`src/rtl/udt_pkt_dispatch.sv`:
```
// UDT packet classifier/router: decodes the first-beat header and forwards whole
// packets to one of NUM_CH channels through a single registered output slot.
module udt_pkt_dispatch #(
    parameter int unsigned          DATA_W  = 64,
    parameter int unsigned          NUM_CH  = 8,
    parameter logic [NUM_CH-1:0]    TYPE_EN = {NUM_CH{1'b1}},
    parameter int unsigned          CNT_W   = 16,
    localparam int unsigned         KEEP_W  = DATA_W / 8,
    localparam int unsigned         CH_W    = (NUM_CH > 1) ? $clog2(NUM_CH) : 1
) (
    input  logic                core_clk,
    input  logic                core_rst,
    input  logic [DATA_W-1:0]   in_tdata,
    input  logic [KEEP_W-1:0]   in_tkeep,
    input  logic                in_tvalid,
    output logic                in_tready,
    input  logic                in_tlast,
    output logic [DATA_W-1:0]   out_tdata,
    output logic [KEEP_W-1:0]   out_tkeep,
    output logic                out_tlast,
    output logic [NUM_CH-1:0]   out_tvalid,
    input  logic [NUM_CH-1:0]   out_tready,
    output logic [CH_W-1:0]     cur_ch,
    output logic                busy,
    output logic [CNT_W-1:0]    drop_cnt,
    output logic [CNT_W-1:0]    runt_cnt
);

    typedef enum logic [1:0] {
        ST_IDLE = 2'd0,
        ST_FWD  = 2'd1,
        ST_DROP = 2'd2
    } state_t;

    state_t             state_q, state_d;
    logic [CH_W-1:0]    out_ch_q;
    logic               out_pending;
    logic               accept;
    logic               drain;
    logic [15:0]        hdr_ch;
    logic               hdr_drop;
    logic               hdr_runt;
    logic               load;
    logic               set_ch;
    logic [CH_W-1:0]    load_ch;
    logic               inc_drop;
    logic               inc_runt;

    // Header decode; 16-bit index so type 0x7FFF lands at 0x8000, never in range
    assign hdr_ch   = in_tdata[DATA_W-1]
                      ? 16'({1'b0, in_tdata[DATA_W-2 -: 15]}) + 16'd1
                      : 16'd0;
    assign hdr_drop = (hdr_ch >= 16'(NUM_CH)) || !TYPE_EN[hdr_ch[CH_W-1:0]];
    assign hdr_runt = in_tlast && (in_tkeep[KEEP_W-1 -: 4] != 4'hF);

    assign out_pending = |out_tvalid;
    assign drain       = out_pending && out_tready[out_ch_q];
    assign in_tready   = (state_q == ST_DROP) || !out_pending || out_tready[out_ch_q];
    assign accept      = in_tvalid && in_tready;
    assign busy        = (state_q != ST_IDLE);

    always_ff @(posedge core_clk or posedge core_rst) begin
        if (core_rst) state_q <= ST_IDLE;
        else          state_q <= state_d;
    end

    always_comb begin
        state_d  = state_q;
        load     = 1'b0;
        set_ch   = 1'b0;
        load_ch  = cur_ch;
        inc_drop = 1'b0;
        inc_runt = 1'b0;
        case (state_q)
            ST_IDLE: begin
                if (accept) begin
                    if (hdr_runt) begin
                        inc_runt = 1'b1;
                    end else if (hdr_drop) begin
                        inc_drop = 1'b1;
                        if (!in_tlast) state_d = ST_DROP;
                    end else begin
                        load    = 1'b1;
                        set_ch  = 1'b1;
                        load_ch = hdr_ch[CH_W-1:0];
                        if (!in_tlast) state_d = ST_FWD;
                    end
                end
            end
            ST_FWD: begin
                if (accept) begin
                    load = 1'b1;
                    if (in_tlast) state_d = ST_IDLE;
                end
            end
            ST_DROP: begin
                if (accept && in_tlast) state_d = ST_IDLE;
            end
            default: state_d = ST_IDLE;
        endcase
    end

    // Single-entry output slot: a new load overrides a same-cycle drain
    always_ff @(posedge core_clk or posedge core_rst) begin
        if (core_rst) begin
            cur_ch     <= '0;
            out_ch_q   <= '0;
            out_tdata  <= '0;
            out_tkeep  <= '0;
            out_tlast  <= 1'b0;
            out_tvalid <= '0;
        end else begin
            if (set_ch) cur_ch <= load_ch;
            if (load) begin
                out_tdata  <= in_tdata;
                out_tkeep  <= in_tkeep;
                out_tlast  <= in_tlast;
                out_tvalid <= NUM_CH'(1) << load_ch;
                out_ch_q   <= load_ch;
            end else if (drain) begin
                out_tvalid <= '0;
            end
        end
    end

    // Saturating status counters
    always_ff @(posedge core_clk or posedge core_rst) begin
        if (core_rst) begin
            drop_cnt <= '0;
            runt_cnt <= '0;
        end else begin
            if (inc_drop && (drop_cnt != '1)) drop_cnt <= drop_cnt + CNT_W'(1);
            if (inc_runt && (runt_cnt != '1)) runt_cnt <= runt_cnt + CNT_W'(1);
        end
    end

endmodule

```
`config.mk`:
```
export PLATFORM = sky130hd
export DESIGN_NAME = udt_pkt_dispatch
export DESIGN_NICKNAME = d
export VERILOG_FILES = /design/src/rtl/udt_pkt_dispatch.sv
export SDC_FILE = /design/constraint.sdc
export NUM_CORES = 1
export LEC_CHECK = 0
export CAP_MARGIN = 20
export CORE_MARGIN = 8
export CORE_UTILIZATION = 44
export CTS_CLUSTER_DIAMETER = 80
export DETAILED_ROUTE_END_ITERATION = 16
export GPL_ROUTABILITY_DRIVEN = 0
export HOLD_SLACK_MARGIN = 0.15
export PLACE_DENSITY = 0.86
export SLEW_MARGIN = 5
export SYNTH_ARGS = -nofsm -noshare
export SYNTH_HDL_FRONTEND = slang
export SYNTH_SLANG_ARGS = --single-unit
```
`constraint.sdc`:
```
create_clock -name core_clk -period 4.5 [get_ports core_clk]
set_input_delay 0.9 -clock core_clk [delete_from_list [all_inputs] [get_ports core_clk]]
set_output_delay 0.9 -clock core_clk [all_outputs]
set_load 0.01 [all_outputs]
```
==> results of run 1 <==
[power by group]
part           internal [mW]  leakage [nW]  switching (mW)
logic                   1.29          1.65           0.910
clock network           1.01         0.317           0.480
registers               1.53          1.49           0.279
[cells by family (layout without fill, tap and decap cells)]
| kind of cell | after synthesis | count (layout) | synth area share (%) |
|---|---|---|---|
| and+or+nand+nor | 109 | 109 | 10.9 |
| buffers and inverters | 26 | 250 | 2.32 |
| DFF | 121 | 121 | 57.2 |
| muxes | 78 | 78 | 17.0 |
| AOI/OAI and AO/OA | 46 | 46 | 6.53 |
| adders and majority gates | 3 | 3 | 0.709 |
| xor gates and xnor gates | 32 | 32 | 5.30 |
[registers in the layout, summed over array words and instances, names as in the netlist]
register    flops
out_tdata      64
drop_cnt       16
runt_cnt       16
out_tkeep       8
out_tvalid      8
cur_ch          3
out_ch_q        3
state_q         2
out_tlast       1
[worst max path at each step]
stage,to,startpoint
2_1_floorplan,cur_ch[0]$_DFFE_PP0P_,core_rst
5_1_grt,out_tdata[48]$_DFFE_PP0P_,in_tdata[48]
4_1_cts,out_tdata[48]$_DFFE_PP0P_,in_tdata[48]
3_5_place_dp,out_tdata[48]$_DFFE_PP0P_,in_tdata[48]
3_3_place_gp,out_tdata[45]$_DFFE_PP0P_,in_tdata[48]
6_report,out_tkeep[5]$_DFFE_PP0P_,in_tdata[48]
[through the flow]
step | utilization [%] | setup slack, ps | instance area, um^2 | cells
floorplan | - | 386 | 5290 | 415
global placement | 63.0 | 388 | 7470 | 754
detailed placement | 63.0 | 234 | 7470 | 754
CTS | 68.5 | 647 | 8130 | 786
global route | 68.5 | 431 | 8130 | 786
finish | 68.5 | 639 | 8130 | 786
[cells in the mapped netlist (all sizes together)]
cell	number
nor2	11
nor4	6
mux2	76
o21a	2
and3	9
mux4	2
nand2b	4
ha	3
a21oi	2
a31oi	2
o211ai	14
o311a	1
buf	11
clkbuf	5
a222oi	1
nor2b	2
xor2	18
inv	10
and2	1
o21ai	10
xnor2	14
nand4	11
a211oi	3
dfrtp	121
nand2	23
o41ai	8
or4	6
or2	3
nand3	17
o211a	1
and4	2
a211o	2
nor3	14
[layout make-up]
| type | count | area, um^2 | share of cell area, % |
|---|---|---|---|
| clock buffer | 21 | 460 | 5.67 |
| clock inverter | 11 | 194 | 2.39 |
| inverter | 10 | 40.0 | 0.493 |
| multi-input combinational | 268 | 2140 | 26.4 |
| sequential | 121 | 3030 | 37.3 |
| tap | 147 | 184 | 2.26 |
| timing repair buffer | 208 | 2080 | 25.6 |
[layer usage]
| metal | vias up | global-route usage [%] | share of wire (%) | routed length (um) |
|---|---|---|---|---|
| li1 | 1945 | - | - | - |
| met1 | 2046 | 21.1 | 40 | 5940 |
| met2 | 142 | 32.6 | 51 | 7580 |
| met3 | 14 | 8.02 | 8.5 | 1270 |
| met4 | 0 | 4.80 | 0.85 | 127 |
| met5 | - | 0 | 0 | 0 |
[worst max-delay path: cells and delay by family]
| family | cells | cell delay [ps] |
|---|---|---|
| simple gates | 3 | 980 |
| buf+inv | 2 | 830 |
| mux | 1 | 280 |
| compound gates | 3 | 890 |
| fa+ha+maj | 1 | 250 |
==> flow_summary.yaml, run 1 <==
clocking:
  cts_buffers: 17
  cts_buffer_depth: 2
  cts_resized: 0
  cts_tree: "done"
  clk_latency_ps: 410
  root_buffer: "clkbuf_16"
  htree_levels: 4
  ctsHoldBuffers: 0
  cts_setup_buffers: 0
  numClockSinks: 121
  cts.clk_slew.worst_paths_ps: 60
critical_path:
  reg2reg_depth: 7
  cp_max_fo: 62
  start_kind: "input pin"
  crit_type: "in -> reg"
  cp-end-kind: "flip-flop"
  crit_slowest_cell: "clkdlybuf4s50_1"
  cp.arrival_ps: 4140
  path_cells: "clkdlybuf4s50_1, ha_1, nand4_1, a211o_1, a222oi_1, nand4_2, o211a_1, or2_4, buf_12, mux2_2"
  crit_required_ps: 4780
  regToRegSetupSlack_ps: 1240
  slowest_delay_ps: 540
  r2r-start: "out_ch_q[0]$_DFFE_PP0P_"
  r2r_end: "out_tkeep[5]$_DFFE_PP0P_"
global_route:
  grt_util_all_layers_pct: 18.9
  grt_pass1_vias: 4525
  antenna_found_initial: 0
  grt_pass1_wl_um: 24000
  grt_overflow: 0
  grt_max_degree: 70
sta:
  timing.hold.ws_ps: 491
  period_needed_ps: 3860
  slew-limit-headroom_pct: 42.7
  rsz0062_at_grt: "no"
  max_freq_mhz: 259
  finalSetupTns_ps: 0
  drv_slew: 0
  skew_ps: 11.6
  worst_slew_pin_slew_ps: 860
  period_share_pct: 85.8
  finalSetupViolations: 0
  finalHoldViolCount: 0
power:
  power.total_mw: 5.50
  power.density_nw_per_um2: 676
  p_leak_nw: 3.45
  irDropWorstVdd_mv: 0.370
floorplanning:
  top_level_ports: 202
  die-width_um: 126
  rows: 40
  die-area_um2: 15800
  start_util_pct: 44.6
  core-area_um2: 11900
  die_h_um: 126
placement:
  io_buffers: 201
  dp_hpwl_um: 11100
layout:
  layout_common_cells: "clkdlybuf4s50_1 (201), dfrtp_1 (121), mux2_2 (76)"
  num_antenna_cells: 0
  fill_cells: 848
  nets: 713
  drive_above_1_share_pct: 19.2
  syn_to_final_growth_pct: 53.6
  layout_commonest_cell: "clkdlybuf4s50_1"
synthesis:
  ys_ff_latch: 121
  ys_warn_count: 0
  yosys-top-cells-area: "dfrtp_1 (57%), mux2_2 (16%), xor2_1 (3.0%), xnor2_1 (2.3%), o211ai_1 (2.0%)"
  synth_cell_types: 40
  postSynthAreaPerCell_um2: 12.8
  synth_area_leader_cell: "dfrtp_1"
  syn_area_um2: 5290
  syn_inst: 415
  synth_nets: 502
  yosysSeqAreaShare_pct: 57.2
  synth_top_area_share_pct: 57.2
worst_hold_path:
  whs_path_depth: 1
  hold_class: "reg -> reg"
  hold_path_end: "runt_cnt[11]$_DFFE_PP0P_"
  hp-start: "runt_cnt[11]$_DFFE_PP0P_"
route:
  drc_errors: 0
  viasPerCell: 5.28
  drt-total-wl_um: 14900
  drt_iter0_markers: 180
  drtAntennaViolNets: 0
  wl_per_cell_um: 19.0
  firstDrtPassIters: 6
  vias: 4147
flow_run:
  drv_cap: 0
status:
  outcome: "finished clean"
(Power assumes the default switching activity.)
==> run 2: changes to the inputs <==
Settings changed: CAP_MARGIN 20 to 30.
==> run 2 against run 1 <==
  * Global-route usage stayed put
  * Clock skew is 1.0 ps higher
  * Clock-buffer cell count stayed put
  * Critical path type unchanged
  * Highest routed layer unchanged
==> flow_summary.yaml, run 2 (synthesized netlist as in run 1, its figures left out) <==
critical_path:
  regToRegSetupSlack_ps: 1240
  r2r-start: "out_ch_q[0]$_DFFE_PP0P_"
  start_kind: "input pin"
  cp-end-kind: "flip-flop"
  reg2reg_depth: 7
  crit_type: "in -> reg"
  path_delay_family: "simple AND/OR/NAND/NOR gates"
  cp_max_fo: 62
  crit_slowest_cell: "clkdlybuf4s50_1"
  cp_num_buf_inv: 2
  r2r_end: "out_tkeep[5]$_DFFE_PP0P_"
  path_cells: "clkdlybuf4s50_1, ha_1, nand4_1, a211o_1, a222oi_1, nand4_2, o211a_1, or2_4, buf_12, mux2_2"
  slowest_delay_ps: 540
  crit_required_ps: 4780
  cp.arrival_ps: 4130
clocking:
  root_buffer: "clkbuf_16"
  cts.clk_slew.worst_paths_ps: 60
  ctsHoldBuffers: 0
  cts_buffers: 17
  cts_buffer_depth: 2
  cts_resized: 0
  clk_latency_ps: 410
  cts_tree: "done"
  numClockSinks: 121
  htree_levels: 4
  cts_setup_buffers: 0
power:
  power.total_mw: 5.49
  p_leak_nw: 3.46
  power.density_nw_per_um2: 674
  irDropWorstVdd_mv: 0.370
floorplanning:
  core-area_um2: 11900
  die_h_um: 126
  start_util_pct: 44.6
  die-width_um: 126
  rows: 40
  die-area_um2: 15800
  top_level_ports: 202
route:
  drt_iter0_markers: 188
  drt-total-wl_um: 14900
  drc_errors: 0
  drtAntennaViolNets: 0
  firstDrtPassIters: 4
  wl_per_cell_um: 19.0
  vias: 4192
  viasPerCell: 5.33
status:
  outcome: "finished clean"
placement:
  place_area_um2: 7470
  dp_cells: 754
  io_buffers: 201
  dp_hpwl_um: 11100
worst_hold_path:
  whs_path_depth: 1
  hold_path_end: "runt_cnt[11]$_DFFE_PP0P_"
  hp-start: "runt_cnt[11]$_DFFE_PP0P_"
  hold_class: "reg -> reg"
layout:
  finalNonFillerCells: 787
  layout_common_cells: "clkdlybuf4s50_1 (201), dfrtp_1 (121), mux2_2 (76)"
  nets: 714
  largest_reg_flops: 64
  drive_above_1_share_pct: 19.4
  fin_area_um2: 8150
  fill_cells: 847
  top_register: "out_tdata"
  syn_to_final_growth_pct: 54.1
  num_antenna_cells: 0
  layout_commonest_cell: "clkdlybuf4s50_1"
  reg_top3: "out_tdata: 64 flops, drop_cnt: 16 flops, runt_cnt: 16 flops"
sta:
  worst_slew_pin_slew_ps: 851
  period_share_pct: 85.6
  finalSetupTns_ps: 0
  skew_ps: 12.7
  finalHoldViolCount: 0
  finalSetupViolations: 0
  rsz0062_at_grt: "no"
  period_needed_ps: 3850
  slew-limit-headroom_pct: 43.3
  max_freq_mhz: 260
  drv_slew: 0
global_route:
  antenna_found_initial: 0
  grt_overflow: 0
  grt_pass1_wl_um: 24000
  grt_util_all_layers_pct: 18.9
  grt_max_degree: 70
  grt_pass1_vias: 4525
flow_run:
  drv_cap: 0
-- run 2: cell types whose count changed in the layout (fill, tap and decap cells not counted) --
cell,delta
buf_16,+1
-- run 2: per-layer routing --
layer  track usage [%]  vias up  wire length [um]
li1                  -     1951                 -
met1              21.1     2079              5800
met2              32.6      148              7650
met3              8.02       14              1340
met4              4.80        0               138
met5                 0        -                 0
-- run 2: worst max-delay path by stage --
stage	cells past startpoint	to	from	slack, ps
floorplan	1	cur_ch[0]$_DFFE_PP0P_	core_rst	390
CTS	10	out_tdata[48]$_DFFE_PP0P_	in_tdata[48]	650
global route	10	out_tdata[48]$_DFFE_PP0P_	in_tdata[48]	430
finish	10	out_tkeep[5]$_DFFE_PP0P_	in_tdata[48]	650
detailed placement	10	out_tdata[48]$_DFFE_PP0P_	in_tdata[48]	230
global placement	10	out_tdata[45]$_DFFE_PP0P_	in_tdata[48]	390
-- run 2: worst reg2reg max path: stages, from the launching register on --
cell	delay, ps
dfrtp_1	420
mux4_2	530
mux2_2	330
o21ai_0	350
nand2b_1	190
or2_4	690
buf_12	260
mux2_2	360
-- run 2: area by class of cell --
| cell class | count | area [um^2] | share of cell area (%) |
|---|---|---|---|
| Multi-Input combinational cell | 268 | 2140 | 26.3 |
| Tap cell | 147 | 184 | 2.26 |
| Inverter | 10 | 40.0 | 0.491 |
| Timing Repair Buffer | 209 | 2100 | 25.8 |
| Sequential cell | 121 | 3030 | 37.1 |
| Clock inverter | 11 | 194 | 2.38 |
| Clock buffer | 21 | 460 | 5.65 |
-- run 2: per-stage QoR --
stage                     util (%)  worst slack, ps  hold WS [ps]
after global placement        63.0              388           468
after global routing          68.7              431           517
after floorplan                  -              386           448
final                         68.7              647           494
after CTS                     68.5              647           497
after detailed placement      63.0              234           483
-- run 2: power breakdown --
part           total [mW]  switching (mW)  internal, mW
clock                1.49           0.476          1.01
combinational        2.20           0.910          1.29
sequential           1.81           0.279          1.53
==> run 3: changes to the inputs <==
Settings changed: CORE_UTILIZATION 44 to 48, CTS_CLUSTER_DIAMETER 80 to 200, PLACE_DENSITY 0.86 to 0.92.
Clock period 4.5 ns to 4.84 ns, I/O delays scaled along.
==> run 3 against run 2 <==
  * Critical path type unchanged
  * Largest cell class unchanged
  * Register-to-register slack better by 450 ps
  * Clock-buffer cell count is 3 higher
  * Power is 9.4% lower
  * Setup slack improved by 120 ps
==> flow_summary.yaml, run 3 (synthesized netlist as in run 1, its figures left out) <==
sta:
  drv_slew: 0
  period_share_pct: 84.0
  finalSetupTns_ps: 0
  finalHoldViolCount: 0
  worst_slew_pin_slew_ps: 635
  slew-limit-headroom_pct: 57.5
  rsz0062_at_grt: "no"
  finalSetupViolations: 0
  max_freq_mhz: 246
  timing.hold.ws_ps: 500
  skew_ps: 8.29
  period_needed_ps: 4070
floorplanning:
  core-area_um2: 10800
  rows: 38
  die_h_um: 121
  top_level_ports: 202
  die-area_um2: 14600
  die-width_um: 121
  start_util_pct: 49.0
global_route:
  grt_pass1_wl_um: 24800
  grt_max_degree: 75
  grt_pass1_vias: 4619
  antenna_found_initial: 0
  grt_overflow: 0
  grt_util_all_layers_pct: 21.8
critical_path:
  r2r-start: "out_ch_q[0]$_DFFE_PP0P_"
  start_kind: "input pin"
  cp.arrival_ps: 4460
  slowest_delay_ps: 590
  reg2reg_depth: 7
  regToRegSetupSlack_ps: 1690
  crit_slowest_cell: "clkdlybuf4s50_1"
  path_cells: "clkdlybuf4s50_1, ha_1, nand4_1, a211o_1, a222oi_1, nand4_2, o211a_1, or2_4, buf_12, o41ai_1"
  crit_type: "in -> reg"
  cp_max_fo: 44
  cp-end-kind: "flip-flop"
  r2r_end: "out_tdata[10]$_DFFE_PP0P_"
  crit_required_ps: 5230
power:
  power.total_mw: 4.98
  p_leak_nw: 3.42
  power.density_nw_per_um2: 617
  irDropWorstVdd_mv: 0.331
layout:
  largest_reg_flops: 64
  nets: 713
  syn_to_final_growth_pct: 52.4
  top_register: "out_tdata"
  layout_common_cells: "clkdlybuf4s50_1 (201), dfrtp_1 (121), mux2_2 (76)"
  reg_top3: "out_tdata: 64 flops, drop_cnt: 16 flops, runt_cnt: 16 flops"
  drive_above_1_share_pct: 19.1
  fin_area_um2: 8060
  final_core_util_pct: 74.7
  num_antenna_cells: 0
  layout_commonest_cell: "clkdlybuf4s50_1"
clocking:
  clk_latency_ps: 510
  cts_buffers: 17
  cts_tree: "done"
  cts.clk_slew.worst_paths_ps: 50
  htree_levels: 4
  ctsHoldBuffers: 0
  cts_buffer_depth: 2
  cts_setup_buffers: 0
  numClockSinks: 121
  cts_resized: 0
  root_buffer: "clkbuf_8"
placement:
  place_area_um2: 7460
  io_buffers: 201
  dp_hpwl_um: 11400
worst_hold_path:
  whs_path_depth: 1
  hold_path_end: "runt_cnt[14]$_DFFE_PP0P_"
  hold_class: "reg -> reg"
  hp-start: "runt_cnt[14]$_DFFE_PP0P_"
route:
  firstDrtPassIters: 7
  viasPerCell: 5.46
  drt_iter0_markers: 218
  drc_errors: 0
  wl_per_cell_um: 20.2
  drtAntennaViolNets: 0
  drt-total-wl_um: 15700
  vias: 4250
status:
  outcome: "finished clean"
flow_run:
  drv_cap: 0
[run 3: cell count changes in the layout (fill, tap and decap cells not counted), sizes merged]
cell	delta
clkinv	-2
bufinv	-3
clkbuf	+3
clkinvlp	+1
buf	-1
[run 3: worst max-delay path by stage]
| stage | start | to | slack (ps) |
|---|---|---|---|
| global placement | in_tdata[48] | out_tvalid[1]$_DFFE_PP0P_ | 480 |
| CTS | in_tdata[48] | out_tvalid[2]$_DFFE_PP0P_ | 830 |
| finish | in_tdata[48] | out_tvalid[4]$_DFFE_PP0P_ | 770 |
| floorplan | core_rst | cur_ch[0]$_DFFE_PP0P_ | 660 |
| global route | in_tdata[48] | out_tvalid[6]$_DFFE_PP0P_ | 530 |
| detailed placement | in_tdata[48] | out_tvalid[2]$_DFFE_PP0P_ | 290 |
[run 3: routing by layer]
| layer | vias to the layer above | track usage, % | routed length, um |
|---|---|---|---|
| li1 | 1933 | - | - |
| met1 | 2122 | 23.5 | 5890 |
| met2 | 164 | 38.7 | 8350 |
| met3 | 31 | 8.10 | 1160 |
| met4 | 0 | 7.26 | 306 |
| met5 | - | 0 | 0 |
[run 3: power breakdown]
group | internal, mW | switching (mW) | leakage [nW]
clock network | 0.795 | 0.429 | 0.283
registers | 1.42 | 0.267 | 1.49
logic | 1.20 | 0.870 | 1.65
total | 3.41 | 1.57 | 3.42
[run 3: final cells by class]
cell class | instances | area, um^2
flip-flops and latches | 121 | 3030
fillers | 717 | 2730
well taps | 140 | 175
clock buffers | 24 | 490
repair buffers | 208 | 2100
clock inverters | 7 | 90.1
inverters | 10 | 40.0
multi-input cells | 268 | 2140
[run 3: worst max-delay path: cells and delay by family]
kind | cells | cell delay (ps)
adder cells (fa/ha/maj) | 1 | 270
buffers and inverters | 2 | 850
AO/OA/AOI/OAI | 4 | 1400
AND/OR/NAND/NOR | 3 | 930
[run 3: through the flow]
stage	cells	setup WS, ps
2_1_floorplan	415	658
3_3_place_gp	745	485
3_5_place_dp	746	289
4_1_cts	777	829
5_1_grt	778	525
6_report	778	772
